--- config.mk ---
export PLATFORM = sky130hd
export DESIGN_NAME = mnist_stream_scoreboard
export DESIGN_NICKNAME = d
export VERILOG_FILES = /design/src/rtl/mnist_stream_scoreboard.sv
export SDC_FILE = /design/constraint.sdc
export NUM_CORES = 1
export LEC_CHECK = 0
export BUFFER_PORTS_ARGS = -buffer_cell sky130_fd_sc_hd__buf_2
export CAP_MARGIN = 15
export CORE_MARGIN = 2
export CORE_UTILIZATION = 53
export CTS_CLUSTER_DIAMETER = 100
export CTS_CLUSTER_SIZE = 25
export DETAILED_ROUTE_END_ITERATION = 7
export PLACE_DENSITY = 0.88
export SLEW_MARGIN = 40
export SYNTH_ARGS = -nofsm -noshare
export SYNTH_HDL_FRONTEND = slang
export SYNTH_SLANG_ARGS = --single-unit
export TNS_END_PERCENT = 10
--- constraint.sdc ---
create_clock -name clk -period 5.1 [get_ports clk]
set_input_delay 0.51 -clock clk [delete_from_list [all_inputs] [get_ports clk]]
set_output_delay 0.51 -clock clk [all_outputs]
set_load 0.02 [all_outputs]
--- src/rtl/mnist_stream_scoreboard.sv ---
// rtl/mnist_stream_scoreboard.sv - sample streamer and result scoreboard for MNIST accuracy runs
module mnist_stream_scoreboard #(
    parameter int DATA_WIDTH     = 16,
    parameter int PIX_PER_SAMPLE = 784,
    parameter int NUM_SAMPLES    = 1000,
    parameter int GAP_CYCLES     = 200,
    parameter int TIMEOUT_CYCLES = 65535,
    parameter int MEM_ADDR_WIDTH = 20,
    parameter int CNT_WIDTH      = 16
) (
    input  logic                      clk,
    input  logic                      rst,
    input  logic                      start,
    output logic                      busy,
    output logic                      done,
    output logic                      mem_rd_en,
    output logic [MEM_ADDR_WIDTH-1:0] mem_addr,
    input  logic [DATA_WIDTH-1:0]     mem_rdata,
    output logic [DATA_WIDTH-1:0]     pix_data,
    output logic                      pix_valid,
    input  logic                      pix_ready,
    input  logic [DATA_WIDTH-1:0]     res_data,
    input  logic                      res_valid,
    output logic [CNT_WIDTH-1:0]      correct_cnt,
    output logic [CNT_WIDTH-1:0]      total_cnt,
    output logic [CNT_WIDTH-1:0]      timeout_cnt,
    output logic                      spurious_err
);

    localparam int PIX_W = $clog2(PIX_PER_SAMPLE + 1);
    localparam int GAP_W = (GAP_CYCLES < 2) ? 1 : $clog2(GAP_CYCLES);
    localparam int TMO_W = (TIMEOUT_CYCLES < 2) ? 1 : $clog2(TIMEOUT_CYCLES + 1);
    localparam int K_W   = (NUM_SAMPLES < 2) ? 1 : $clog2(NUM_SAMPLES);

    typedef enum logic [2:0] {
        S_IDLE, S_GAP, S_LABEL, S_LABEL_CAP, S_STREAM, S_WAIT_RES, S_NEXT, S_DONE
    } state_t;

    state_t state, state_next;

    logic [K_W-1:0]            k;
    logic [MEM_ADDR_WIDTH-1:0] base;
    logic [GAP_W-1:0]          gap_cnt;
    logic [TMO_W-1:0]          tmo_cnt;
    logic [PIX_W-1:0]          rd_cnt;
    logic [PIX_W-1:0]          xfer_cnt;
    logic [DATA_WIDTH-1:0]     label;
    logic [DATA_WIDTH-1:0]     buf0, buf1;
    logic [1:0]                occ;
    logic                      inflight;
    logic                      pop, last_pop, rd_issue, timed_out, last_sample;
    logic [2:0]                slots;

    function automatic logic [CNT_WIDTH-1:0] sat_inc(input logic [CNT_WIDTH-1:0] v);
        return (&v) ? v : v + CNT_WIDTH'(1);
    endfunction

    assign busy      = (state != S_IDLE) && (state != S_DONE);
    assign pix_valid = (occ != 2'd0);
    assign pix_data  = buf0;
    assign pop       = pix_valid && pix_ready;
    assign last_pop  = pop && (xfer_cnt == PIX_W'(PIX_PER_SAMPLE - 1));
    assign timed_out = (tmo_cnt == TMO_W'(TIMEOUT_CYCLES - 1));
    assign last_sample = (k == K_W'(NUM_SAMPLES - 1));

    // Count the slot freed by this cycle's pop so a full-rate stream never bubbles.
    assign slots    = {1'b0, occ} + {2'b0, inflight} - {2'b0, pop};
    assign rd_issue = (state == S_STREAM) && (rd_cnt != PIX_W'(PIX_PER_SAMPLE)) && (slots < 3'd2);

    always_ff @(posedge clk or posedge rst) begin
        if (rst) state <= S_IDLE;
        else     state <= state_next;
    end

    always_comb begin
        state_next = state;
        mem_rd_en  = 1'b0;
        mem_addr   = '0;
        case (state)
            S_IDLE:      if (start) state_next = (GAP_CYCLES == 0) ? S_LABEL : S_GAP;
            S_GAP:       if (gap_cnt == GAP_W'(GAP_CYCLES - 1)) state_next = S_LABEL;
            S_LABEL: begin
                mem_rd_en  = 1'b1;
                mem_addr   = base + MEM_ADDR_WIDTH'(PIX_PER_SAMPLE);
                state_next = S_LABEL_CAP;
            end
            S_LABEL_CAP: state_next = S_STREAM;
            S_STREAM: begin
                if (rd_issue) begin
                    mem_rd_en = 1'b1;
                    mem_addr  = base + MEM_ADDR_WIDTH'(rd_cnt);
                end
                if (last_pop) state_next = S_WAIT_RES;
            end
            S_WAIT_RES:  if (res_valid || timed_out) state_next = S_NEXT;
            S_NEXT: begin
                if (last_sample)          state_next = S_DONE;
                else if (GAP_CYCLES == 0) state_next = S_LABEL;
                else                      state_next = S_GAP;
            end
            S_DONE:      state_next = S_IDLE;
            default:     state_next = S_IDLE;
        endcase
    end

    always_ff @(posedge clk or posedge rst) begin
        if (rst) begin
            k            <= '0;
            base         <= '0;
            gap_cnt      <= '0;
            tmo_cnt      <= '0;
            rd_cnt       <= '0;
            xfer_cnt     <= '0;
            label        <= '0;
            buf0         <= '0;
            buf1         <= '0;
            occ          <= '0;
            inflight     <= 1'b0;
            done         <= 1'b0;
            correct_cnt  <= '0;
            total_cnt    <= '0;
            timeout_cnt  <= '0;
            spurious_err <= 1'b0;
        end else begin
            // Read data returns one cycle after the strobe; inflight marks it as a pixel.
            inflight <= rd_issue;
            case ({inflight, pop})
                2'b10: begin
                    if (occ == 2'd0) buf0 <= mem_rdata;
                    else             buf1 <= mem_rdata;
                    occ <= occ + 2'd1;
                end
                2'b01: begin
                    buf0 <= buf1;
                    occ  <= occ - 2'd1;
                end
                2'b11: begin
                    if (occ == 2'd1) begin
                        buf0 <= mem_rdata;
                    end else begin
                        buf0 <= buf1;
                        buf1 <= mem_rdata;
                    end
                end
                default: ;
            endcase

            gap_cnt  <= (state == S_GAP) ? gap_cnt + GAP_W'(1) : '0;
            tmo_cnt  <= (state == S_WAIT_RES) ? tmo_cnt + TMO_W'(1) : '0;
            rd_cnt   <= (state != S_STREAM) ? '0 : (rd_issue ? rd_cnt + PIX_W'(1) : rd_cnt);
            xfer_cnt <= (state != S_STREAM) ? '0 : (pop ? xfer_cnt + PIX_W'(1) : xfer_cnt);

            if (state == S_LABEL_CAP) label <= mem_rdata;

            if (state == S_IDLE && start) begin
                k            <= '0;
                base         <= '0;
                done         <= 1'b0;
                correct_cnt  <= '0;
                total_cnt    <= '0;
                timeout_cnt  <= '0;
                spurious_err <= 1'b0;
            end

            if (state == S_WAIT_RES) begin
                if (res_valid) begin
                    total_cnt <= sat_inc(total_cnt);
                    if (res_data == label) correct_cnt <= sat_inc(correct_cnt);
                end else if (timed_out) begin
                    total_cnt   <= sat_inc(total_cnt);
                    timeout_cnt <= sat_inc(timeout_cnt);
                end
            end

            if (state == S_NEXT) begin
                if (last_sample) begin
                    done <= 1'b1;
                end else begin
                    k    <= k + K_W'(1);
                    base <= base + MEM_ADDR_WIDTH'(PIX_PER_SAMPLE + 1);
                end
            end

            if (res_valid && state != S_WAIT_RES) spurious_err <= 1'b1;
        end
    end

endmodule
Yosys cells after proc, flatten, opt, wreduce, memory -nomap -nowiden
Cells that the tools add are included.
{ "word_totals": {"ff_bits": 178, "romBits": 0, "wordCells": 135, "ramBits": 0, "output_inout_bits": 89, "memories": 0, "latchBits": 0} }
{ "classes": {"n_reduce_logical": 24, "shifts": 0, "addsub": 15, "muxes": 49, "div": 0, "n_eq_ne": 29, "n_lt_le_gt_ge": 1, "multipliers": 0, "bitwise_logic": 0} }
{ "ops": {"columns": ["operator", "n"], "rows": [
  ["2-to-1 mux 16 bit", 20],
  ["2-to-1 mux 20 bit", 4],
  ["2-to-1 mux 10 bit", 7],
  ["adder 16 x 1 -> 16 bit (second input constant)", 4],
  ["case mux 16 bit (3 select lines)", 1],
  ["AND reduction 16 bit", 3],
  ["adder 20 x 10 -> 20 bit (second input constant)", 2],
  ["case mux 20 bit (2 select lines)", 1],
  ["case mux 16 bit (2 select lines)", 1],
  ["adder 10 x 1 -> 10 bit (second input constant)", 3],
  ["case mux 3 bit (8 select lines)", 1],
  ["adder 20 x 10 -> 20 bit", 1],
  ["== test 10 bit (second input constant)", 2],
  ["== test 16 bit", 1],
  ["== test 16 bit (second input constant)", 1],
  ["2-to-1 mux 3 bit", 5],
  ["!= test 2 bit (second input constant)", 7],
  ["== test 3 bit (second input constant)", 4],
  ["nonzero test 2 bit", 6],
  ["!= test 10 bit (second input constant)", 1],
  ["!= test 3 bit (second input constant)", 3],
  ["adder 8 x 1 -> 8 bit (second input constant)", 1],
  ["== test 8 bit (second input constant)", 1],
  ["2-to-1 mux 8 bit", 1],
  ["other kinds (21)", 37]
]} }

Logic depth before layout (Yosys ltp)
Gate-level depths: netlist of run 1.
{ "logic_depth": {"depth_word": 7, "mapped_depth": 14, "depth_no_buf": 13} }

Worst setup path before layout of run 1
No wires, ideal clock.
{ "synth_timing": {"path_type": "register to output", "start": "register occ[1]", "end": "output port mem_addr[9]", "required_time_ns": 4.590, "slack_ns": 1.390, "stages_incl_launch_ff": 14, "path_buffers": 3, "t_arrival_ns": 3.200, "path_cell_list": "dfrtp_1 inv_1 ha_1 nor2b_1 clkbuf_1 xnor2_1 nand2b_1 fa_1 xnor2_1 and3_1 nand2_1 clkbuf_1 clkbuf_1 o32ai_1"} }
{ "synth_via": {"elab_chain_cells": 7, "word_cells_on_any_way": 8, "classes_between": "add/sub: 2; order compare: 1; mux: 2; reduce/logical: 3"} }
{ "synth_lines": {"columns": ["item", "line_no", "rtl"], "rows": [
  ["start, declared", "49", "logic [1:0] occ;"],
  ["start signal, assigned", "131", "occ <= occ + 2'd1;"],
  ["start signal, assigned", "135", "occ <= occ - 2'd1;"],
  ["branches (longest 2 deep; another with adder 2 x 1 -> 3 bit)", null, null],
  ["subtractor 3 x 1 -> 3 bit *", "67", "assign slots = {1'b0, occ} + {2'b0, inflight} - {2'b0, pop};"],
  ["less-than comparator 3 x 2 -> 1 bit *", "68", "assign rd_issue = (state == S_STREAM) && (rd_cnt != PIX_W'(PIX_PER_SAMPLE)) && (slots < 3'd2);"],
  ["logical AND 1 bit *", "68", null],
  ["2-to-1 mux 20 bit *", "89", "if (rd_issue) begin"],
  ["case mux 20 bit (2 select lines) *", "79", "case (state)"],
  ["end, declared", "17", "output logic [MEM_ADDR_WIDTH-1:0] mem_addr,"]
]} }
Every way passes the cells marked *.

Worst setup path after layout of run 1
{ "layout_timing": {"start": "register occ[1]", "end": "output port mem_addr[10]"} }
{ "layout_via": {"elab_chain_cells": 7, "word_cells_on_any_way": 8, "classes_between": "add/sub: 2; order compare: 1; mux: 2; reduce/logical: 3"} }
{ "layout_lines": {"columns": ["item", "line_no", "rtl"], "rows": [
  ["branches (longest 2 deep; another with adder 2 x 1 -> 3 bit)", null, null],
  ["subtractor 3 x 1 -> 3 bit *", "67", null],
  ["less-than comparator 3 x 2 -> 1 bit *", "68", null],
  ["logical AND 1 bit *", "68", null],
  ["net rd_issue", "51", "logic pop, last_pop, rd_issue, timed_out, last_sample;"],
  ["2-to-1 mux 20 bit *", "89", null],
  ["case mux 20 bit (2 select lines) *", "79", null]
]} }
Mark *: on every way through the listed nets, which the timed path passes.

==> flow_metrics.py, run 1 <==
metrics = {
    "run_status": {
        "status": "finished clean",
    },
    "detailed_routing": {
        "drt_iter0_drc": 426,
        "vias": 8210,
        "drt_wl_total_um": 22300,
        "ant_nets": 0,
        "drc": 0,
        "via_per_inst": 5.98,
        "avgRoutedWirePerCell_um": 16.2,
        "dr.pass1.iters": 5,
    },
    "synthesis": {
        "synth-seq-cells": 178,
        "ys_warn_count": 0,
        "ys.flop_type": "dfrtp_1",
        "synthCells": 1015,
        "async_reset_ff_share_pct": 100,
        "synthDistinctLibCells": 69,
        "seq_area_frac_synth_pct": 45.5,
        "syn_nets": 1079,
        "synthesis.area_um2": 9790,
        "synth_enable_flop_cells": 0,
        "avgSynthCellArea_um2": 9.65,
    },
    "sta": {
        "rsz0062_at_grt": "no",
        "worst_pin_slew_ns": 0.721,
        "period_share_pct": 89.2,
        "fin_ws_ns": 0.553,
        "whs_ns": 0.104,
        "fmax_mhz": 220,
        "final.min_clock_period_ns": 4.55,
        "tns_ns": 0,
        "setup-violations-final": 0,
        "final-max-slew-violation-count": 0,
        "slew_headroom_pct": 51.9,
        "hold_viol": 0,
        "clock_skew_ns": 0.00983,
    },
    "place": {
        "portBuffers": 125,
        "hpwl_um": 15300,
        "gp_congestion": 0.934,
        "dp_slack_ns": 1.04,
    },
    "global_routing": {
        "antenna_found_initial": 1,
        "grt_first_pass_wirelength_um": 37500,
        "grt_pass1_vias": 7859,
        "grtUsageTotal_pct": 23.1,
        "grt_max_degree": 134,
        "grt-ovfl-total": 0,
    },
    "die": {
        "dieArea_um2": 19600,
        "die_h_um": 140,
        "initial_utilization_pct": 54.3,
        "dieWidth_um": 140,
        "rows": 49,
        "ios": 126,
        "core_area_um2": 18000,
    },
    "cts": {
        "clock_path_buffers": 2,
        "cts-root-buf": "clkbuf_16",
        "clk_pin_slew_worst_paths_ns": 0.07,
        "cts_tree": "done",
        "insertion_delay_ns": 0.43,
        "cts_hold_buf": 0,
        "clkSinkCount": 178,
        "post-cts-setup-buffers": 0,
        "cts-resized-gates": 0,
        "numCtsBuffers": 17,
        "cts_htree_levels": 4,
    },
    "finish": {
        "area_delta_synth_final_pct": 16.1,
        "fin_nets": 1194,
        "nFillCells": 1443,
        "drive_gt1_share_pct": 19.9,
    },
    "critical_path": {
        "crit_arrival_ns": 4.04,
        "end_kind": "primary output",
        "startpoint_type": "flop",
        "cp.required_ns": 4.59,
        "critical_path_class": "reg2out",
        "crit_path_max_fanout": 14,
    },
    "power_and_ir_drop": {
        "ir_worst_vdd_v": 0.000417,
        "powerDensity_nw_per_um2": 414,
        "p_leak_nw": 5.20,
    },
    "worst_hold_path": {
        "hold_path.class": "in2async",
    },
    "job": {
        "maxCapViolations": 0,
    },
}
==> per-layer routing <==
layer / global-route usage [%] / part of all wire, %
met5: 0 / 0
met4: 6.21 / 1.2
met3: 6.50 / 7.0
met2: 38.4 / 48
met1: 30.0 / 44
==> flip-flops by register name, summed over array words and instances (netlist names) <==
signal and count:
inflight 1, k 10, base 20, gap_cnt 8, spurious_err 1, total_cnt 16, rd_cnt 10, occ 2
timeout_cnt 16, state 3, correct_cnt 16, xfer_cnt 10, done 1, label 16, tmo_cnt 16, pix_data 16
buf1 16
==> cell usage in the layout (no fill, tap or decap), types with 11 or more instances in the layout <==
master | Yosys | layout
dfrtp_1 | 178 | 178
buf_2 | 2 | 125
nand2_1 | 120 | 118
nor2_1 | 92 | 92
o21ai_0 | 59 | 59
nand3_1 | 49 | 49
xor2_1 | 43 | 43
mux2i_1 | 39 | 39
xnor2_1 | 36 | 36
nand4_1 | 35 | 35
mux2_2 | 32 | 32
inv_1 | 26 | 25
a21oi_1 | 26 | 25
ha_1 | 25 | 25
nor3_1 | 18 | 18
o31ai_1 | 17 | 17
clkbuf_16 | 0 | 17
and3_1 | 17 | 16
nor4_1 | 13 | 13
and4_1 | 11 | 11
a31oi_1 | 11 | 11
o211ai_1 | 11 | 11
==> critical path, cell delays in order (launching register included) <==
cell      delay [ns]
dfrtp_1         0.44
inv_1           0.10
ha_1            0.22
nor2b_1         0.11
buf_4           0.18
xnor2_1         0.10
nand2b_1        0.17
fa_1            0.38
xnor2_1         0.13
and3_1          0.21
nand2_1         0.40
clkinv_1        0.43
a221o_1         0.42
o21a_1          0.13
buf_2           0.16
==> cells by family after synthesis <==
| group | synth area share, % |
|---|---|
| compound gates | 12.0 |
| mux | 7.67 |
| xor+xnor | 7.07 |
| buf+inv | 2.56 |
| simple gates | 21.7 |
| fa+ha+maj | 3.60 |
| flops | 45.5 |
==> metrics by stage <==
stage	cell area, µm²	instances	util (%)	total power [W]
final	11400	1373	63.1	0.00471
after floorplan	9800	1015	-	0.00283
after detailed placement	10700	1339	59.2	0.00322
after global routing	11400	1372	63.0	0.00496
after CTS	11300	1371	63.0	0.00474
after global placement	10600	1337	59.0	0.00315
==> synth_stat cells (all sizes together) (27+ instances only) <==
library cell  count  area (µm²)
a21oi            27         139
clkbuf           34         128
dfrtp           178        4450
mux2             32         360
mux2i            39         390
nand2           121         457
nand3            49         245
nand4            37         244
nor2             92         345
o21ai            60         304
xnor2            36         315
xor2             43         377
==> report_power, final <==
group          leakage (nW)  switching, W  internal, W  total (W)
combinational          2.48      0.000766     0.000519    0.00128
sequential             2.39      0.000248      0.00167    0.00192
clock                 0.331      0.000574     0.000928    0.00150
==> area by class of cell <==
class                   instances  area (µm²)  area share (%)
diodes                          1        2.50          0.0220
inverters                      27         105           0.925
flip-flops and latches        178        4450            39.2
well taps                     229         287            2.52
clock buffers                  17         425            3.74
clock inverters                15         253            2.22
repair buffers                135         729            6.42
multi-input cells             771        5110            45.0
==> path summary, 6_finish.rpt <==
check | from | endpoint | slack, ns | depth (start not counted)
min in group clk | mem_rdata[2] | buf1[2] | 0.35 | 2
max in group asynchronous | rst | total_cnt[6] | 3.74 | 4
setup / recovery | occ[1] | mem_addr[10] | 0.55 | 14
setup reg to reg | occ[1] | rd_cnt[2] | 1.65 | 14
hold / removal | rst | label[10] | 0.10 | 2
hold reg to reg | gap_cnt[0] | gap_cnt[0] | 0.47 | 1
Power figures use the tool's default switching activity.
==> run 2, diff against run 1 <==
ABC_AREA = 1   (was unset)
CORE_UTILIZATION = 55   (was 53)
CTS_BUF_LIST = sky130_fd_sc_hd__clkbuf_8   (was unset)
PLACE_DENSITY = 0.9   (was 0.88)
==> flow_metrics.py, run 2 <==
metrics = {
    "die": {
        "core_area_um2": 19600,
        "dieWidth_um": 146,
        "ios": 126,
        "rows": 51,
        "die_h_um": 146,
        "initial_utilization_pct": 56.2,
        "dieArea_um2": 21200,
    },
    "synthesis": {
        "synthMostInstantiatedCell": "nand2_1",
        "syn_nets": 1637,
        "synthCells": 1573,
        "ys_warn_count": 0,
        "yosysTopAreaCell": "dfrtp_1",
        "avgSynthCellArea_um2": 7.01,
        "synth-seq-cells": 178,
        "synthesis.area_um2": 11000,
        "ys_top_cells_by_count": "430 x nand2_1, 221 x inv_1, 178 x dfrtp_1, 163 x nor2_1, 127 x o21ai_0",
        "seq_area_frac_synth_pct": 40.4,
        "synthDistinctLibCells": 54,
        "synth_enable_flop_cells": 0,
        "ys.flop_type": "dfrtp_1",
        "async_reset_ff_share_pct": 100,
        "synth_top_area_share_pct": 40.4,
        "synthTopCellsByArea": "dfrtp_1 40%, nand2_1 15%, inv_1 7.5%",
    },
    "critical_path": {
        "r2r-end": "rd_cnt[7]",
        "r2r-start": "occ[1]",
        "crit_path_max_fanout": 19,
        "critical_path_class": "reg2out",
        "cp.required_ns": 4.59,
        "end_kind": "primary output",
        "crit_arrival_ns": 4.06,
        "rrSetupSlack_ns": 1.57,
        "ff2ff_path_depth": 16,
        "startpoint_type": "flop",
    },
    "finish": {
        "final_cell_mix": "429 x nand2_1, 220 x inv_1, 178 x dfrtp_1",
        "final_common_cell": "nand2_1",
        "area_delta_synth_final_pct": 11.5,
        "fin_nets": 1750,
        "largest_reg_flops": 20,
        "postLayoutCellArea_um2": 12300,
        "top_register": "base",
        "nFillCells": 1715,
        "fin_util_pct": 62.7,
        "drive_gt1_share_pct": 12.1,
    },
    "run_status": {
        "status": "finished clean",
    },
    "global_routing": {
        "grt_pass1_vias": 10300,
        "grt_first_pass_wirelength_um": 46900,
        "grt-ovfl-total": 0,
        "antenna_found_initial": 1,
        "grt_max_degree": 108,
        "grtUsageTotal_pct": 26.2,
    },
    "cts": {
        "cts-root-buf": "clkbuf_8",
        "cts_hold_buf": 0,
        "cts_htree_levels": 4,
        "cts-resized-gates": 0,
        "clock_path_buffers": 2,
        "post-cts-setup-buffers": 0,
        "clkSinkCount": 178,
        "insertion_delay_ns": 0.47,
        "clk_pin_slew_worst_paths_ns": 0.12,
        "cts_tree": "done",
        "numCtsBuffers": 17,
    },
    "detailed_routing": {
        "drt_iter0_drc": 829,
        "avgRoutedWirePerCell_um": 13.9,
        "dr.pass1.iters": 7,
        "via_per_inst": 5.50,
        "vias": 10800,
        "ant_nets": 0,
        "drc": 0,
        "drt_wl_total_um": 27300,
    },
    "sta": {
        "final.min_clock_period_ns": 4.57,
        "clock_skew_ns": 0.0237,
        "tns_ns": 0,
        "hold_viol": 0,
        "worst_pin_slew_ns": 0.813,
        "period_share_pct": 89.5,
        "rsz0062_at_grt": "no",
        "fmax_mhz": 219,
        "final-max-slew-violation-count": 0,
        "slew_headroom_pct": 45.4,
        "setup-violations-final": 0,
    },
    "power_and_ir_drop": {
        "p_leak_nw": 6.21,
        "comb_power_share_pct": 33.2,
        "seqPwrFrac_pct": 44.2,
        "switching_share_pct": 42.0,
        "pwr-share-clk_pct": 22.6,
        "powerDensity_nw_per_um2": 349,
        "p_sw_w": 0.00180,
        "ir_worst_vdd_v": 0.000187,
        "internal-power_w": 0.00249,
    },
    "job": {
        "maxCapViolations": 0,
    },
    "place": {
        "dpl_cell_area_um2": 11900,
        "hpwl_um": 19900,
        "gp_congestion": 0.934,
        "portBuffers": 125,
    },
    "worst_hold_path": {
        "hold_path.class": "in2async",
    },
}
run 2: cell count changes after synthesis, sizes merged, moves of 12 or more:
cell / delta
nand3: +74
inv: +200
mux2: -31
xor2: -33
nor3: +18
xnor2: -28
nor2: +80
clkbuf: -17
and3: -14
nand2: +314
mux2i: -39
o21ai: +73
buf: +12
a21oi: +46
run 2: area by class of cell:
cell class	instances	area (µm²)	area share, %
multi-input combinational	1132	5550	45.2
timing repair buffer	128	681	5.54
inverter	229	867	7.05
tap	265	332	2.70
clock inverter	15	168	1.36
clock buffer	17	234	1.90
antenna	1	2.50	0.0204
sequential	178	4450	36.2
run 2: stage by stage:
step	setup slack, ns	hold WS, ns	total power [W]	cells
6_report	0.535	0.146	0.00429	1965
5_1_grt	0.153	0.155	0.00460	1965
4_1_cts	0.498	0.140	0.00431	1964
3_5_place_dp	1.02	0.460	0.00334	1932
3_3_place_gp	1.31	0.447	0.00327	1931
2_1_floorplan	1.60	0.430	0.00294	1573
run 2: metal layers:
layer / part of all wire, % / track usage [%]
met1: 44 / 34.6
met2: 48 / 43.4
met3: 6.3 / 4.64
met4: 2.0 / 9.61
met5: 0 / 0
run 2: power groups by stage:
stage	logic [W]	clock network [W]	registers, W
after floorplan	0.000965	0	0.00197
after global placement	0.00136	0	0.00191
after detailed placement	0.00142	0	0.00192
after CTS	0.00143	0.000989	0.00190
after global routing	0.00162	0.00105	0.00194
final	0.00142	0.000972	0.00190
run 2: critical path: stages, from the launching register on:
cell and delay [ns]:
dfrtp_1 0.40, inv_1 0.11, ha_1 0.20, inv_1 0.15, nand2_1 0.26, nor2_1 0.29, inv_1 0.06, nand2_1 0.11
nand2_1 0.10, fa_1 0.49, o21ai_0 0.10, a211oi_2 0.24, nand2_2 0.27, inv_4 0.29, nand2_1 0.08, o21ai_0 0.21
buf_2 0.21
run 2: cells by family after synthesis:
family | after synthesis | synth area share, %
compound gates | 268 | 13.6
xor+xnor | 18 | 1.43
fa+ha+maj | 27 | 3.20
buf+inv | 263 | 9.34
flops | 178 | 40.4
mux | 1 | 0.102
simple gates | 818 | 31.9
run 2: how the worst max path moves through the flow:
stage                      start            to  slack, ns  depth (start not counted)
final                     occ[1]  mem_addr[16]       0.53                         16
after global routing      occ[1]  mem_addr[16]       0.15                         16
after CTS                 occ[1]  mem_addr[16]       0.50                         16
after detailed placement  occ[1]  mem_addr[16]       1.02                         16
after global placement    occ[1]  mem_addr[16]       1.31                         16
after floorplan           occ[1]  mem_addr[16]       1.60                         16
==> run 3, diff against run 2 <==
CORE_UTILIZATION = 60   (was 55)
PLACE_DENSITY = 0.93   (was 0.9)
clock period = 5.7 ns   (was 5.1 ns; I/O delays follow)
==> flow_metrics.py, run 3 (synthesized netlist as in run 2, its figures left out) <==
metrics = {
    "detailed_routing": {
        "avgRoutedWirePerCell_um": 14.3,
        "met1_length_um": 11700,
        "met3_length_um": 2010,
        "drc": 0,
        "via_per_inst": 5.72,
        "wl_met2_um": 13200,
        "vias": 11000,
        "drt_iter0_drc": 1133,
        "ant_nets": 0,
        "top_layer": "met4",
        "drt_wl_total_um": 27600,
        "dr.pass1.iters": 8,
    },
    "global_routing": {
        "grt-ovfl-total": 0,
        "grtUsageTotal_pct": 28.9,
        "grt_max_degree": 98,
        "grt_first_pass_wirelength_um": 47100,
        "grt_pass1_vias": 10300,
        "antenna_found_initial": 0,
    },
    "cts": {
        "cts-root-buf": "clkbuf_8",
        "insertion_delay_ns": 0.49,
        "clkSinkCount": 178,
        "numCtsBuffers": 17,
        "cts_htree_levels": 4,
        "cts_tree": "done",
        "cts_hold_buf": 0,
        "post-cts-setup-buffers": 0,
        "cts-resized-gates": 0,
        "clock_path_buffers": 2,
        "clk_pin_slew_worst_paths_ns": 0.12,
    },
    "die": {
        "rows": 49,
        "dieArea_um2": 19500,
        "dieWidth_um": 140,
        "initial_utilization_pct": 61.3,
        "core_area_um2": 18000,
        "die_h_um": 140,
        "ios": 126,
    },
    "place": {
        "portBuffers": 125,
        "dp_slack_ns": 1.72,
        "hpwl_um": 19900,
        "gp_congestion": 0.943,
    },
    "finish": {
        "final_common_cell": "nand2_1",
        "area_delta_synth_final_pct": 10.9,
        "fin_nets": 1750,
        "top_register": "base",
        "final_cell_mix": "429 x nand2_1, 220 x inv_1, 178 x dfrtp_1",
        "diodes": 0,
        "largest_reg_flops": 20,
        "drive_gt1_share_pct": 12.1,
    },
    "sta": {
        "setup-violations-final": 0,
        "worst_pin_slew_ns": 0.796,
        "fin_ws_ns": 1.19,
        "tns_ns": 0,
        "period_share_pct": 79.0,
        "hold_viol": 0,
        "final.min_clock_period_ns": 4.51,
        "clock_skew_ns": 0.0240,
        "final-max-slew-violation-count": 0,
        "fmax_mhz": 222,
        "slew_headroom_pct": 46.6,
        "whs_ns": 0.195,
        "rsz0062_at_grt": "no",
    },
    "power_and_ir_drop": {
        "p_leak_nw": 6.21,
        "ir_worst_vdd_v": 0.000229,
        "finalPower_w": 0.00388,
        "powerDensity_nw_per_um2": 317,
    },
    "critical_path": {
        "critPathTopFamily": "simple AND/OR/NAND/NOR gates",
        "cpPeakStageDelay_ns": 0.48,
        "cp.required_ns": 5.13,
        "crit_buf_inv": 5,
        "crit_top_cell": "nand2_1",
        "startpoint_type": "flop",
        "crit_chain": "inv_1 -> ha_1 -> inv_1 -> nand2_1 -> nor2_1 -> inv_1 -> nand2_1 -> nand2_1 -> fa_1 -> o21ai_0 -> a211oi_2 -> nand2_2 -> inv_4 -> nand2_1 -> o21ai_0 -> buf_2",
        "cp_slowest_cell": "fa_1",
        "critical_path_class": "reg2out",
        "crit_path_max_fanout": 19,
        "end_kind": "primary output",
        "crit_arrival_ns": 3.94,
    },
    "worst_hold_path": {
        "hold_path.class": "in2async",
    },
    "run_status": {
        "status": "finished clean",
    },
    "job": {
        "maxCapViolations": 0,
    },
}
[run 3: final timing paths]
check,from,end,slack [ns],cells after the start
worst max-delay path,occ[1],mem_addr[7],1.19,16
worst min-delay path,rst,pix_data[4],0.19,2
worst max register to register,occ[1],rd_cnt[1],2.23,16
worst min register to register,gap_cnt[0],gap_cnt[0],0.47,1
max in group asynchronous,rst,k[7],4.46,3
min in group clk,mem_rdata[2],pix_data[2],0.33,3
[run 3: final cells by class]
cell class	instances	area [µm²]
Clock inverter	15	176
Fill cell	1469	5740
Multi-Input combinational cell	1132	5550
Sequential cell	178	4450
Clock buffer	17	234
Timing Repair Buffer	128	648
Inverter	229	871
Tap cell	229	287
[run 3: worst register-to-register path: cells and delay by family, from the launching register on]
family,cells,cell delay (ns)
AO/OA/AOI/OAI,3,0.48
AND/OR/NAND/NOR,6,1.32
adder cells (fa/ha/maj),2,0.58
flip-flops,1,0.39
buffers and inverters,5,0.63
[run 3: stage by stage]
step / cells / cell area, µm² / util (%)
6_report: 1928 / 12200 / 68.1
5_1_grt: 1928 / 12200 / 68.1
4_1_cts: 1928 / 12200 / 68.0
3_3_place_gp: 1896 / 11800 / 65.7
2_1_floorplan: 1573 / 11000 / -
3_5_place_dp: 1896 / 11800 / 65.8
[run 3: routing by layer]
metal | track usage [%] | vias to the layer above
met5 | 0 | -
met4 | 12.6 | 0
met3 | 4.13 | 66
met2 | 47.6 | 476
met1 | 38.3 | 5146
li1 | - | 5342
[run 3: where the power goes]
part	internal, W	total, W	leakage [nW]	switching [W]
sequential	0.00150	0.00170	2.38	0.000197
clock	0.000338	0.000897	0.208	0.000558
combinational	0.000393	0.00128	3.63	0.000889
total	0.00223	0.00388	6.21	0.00164
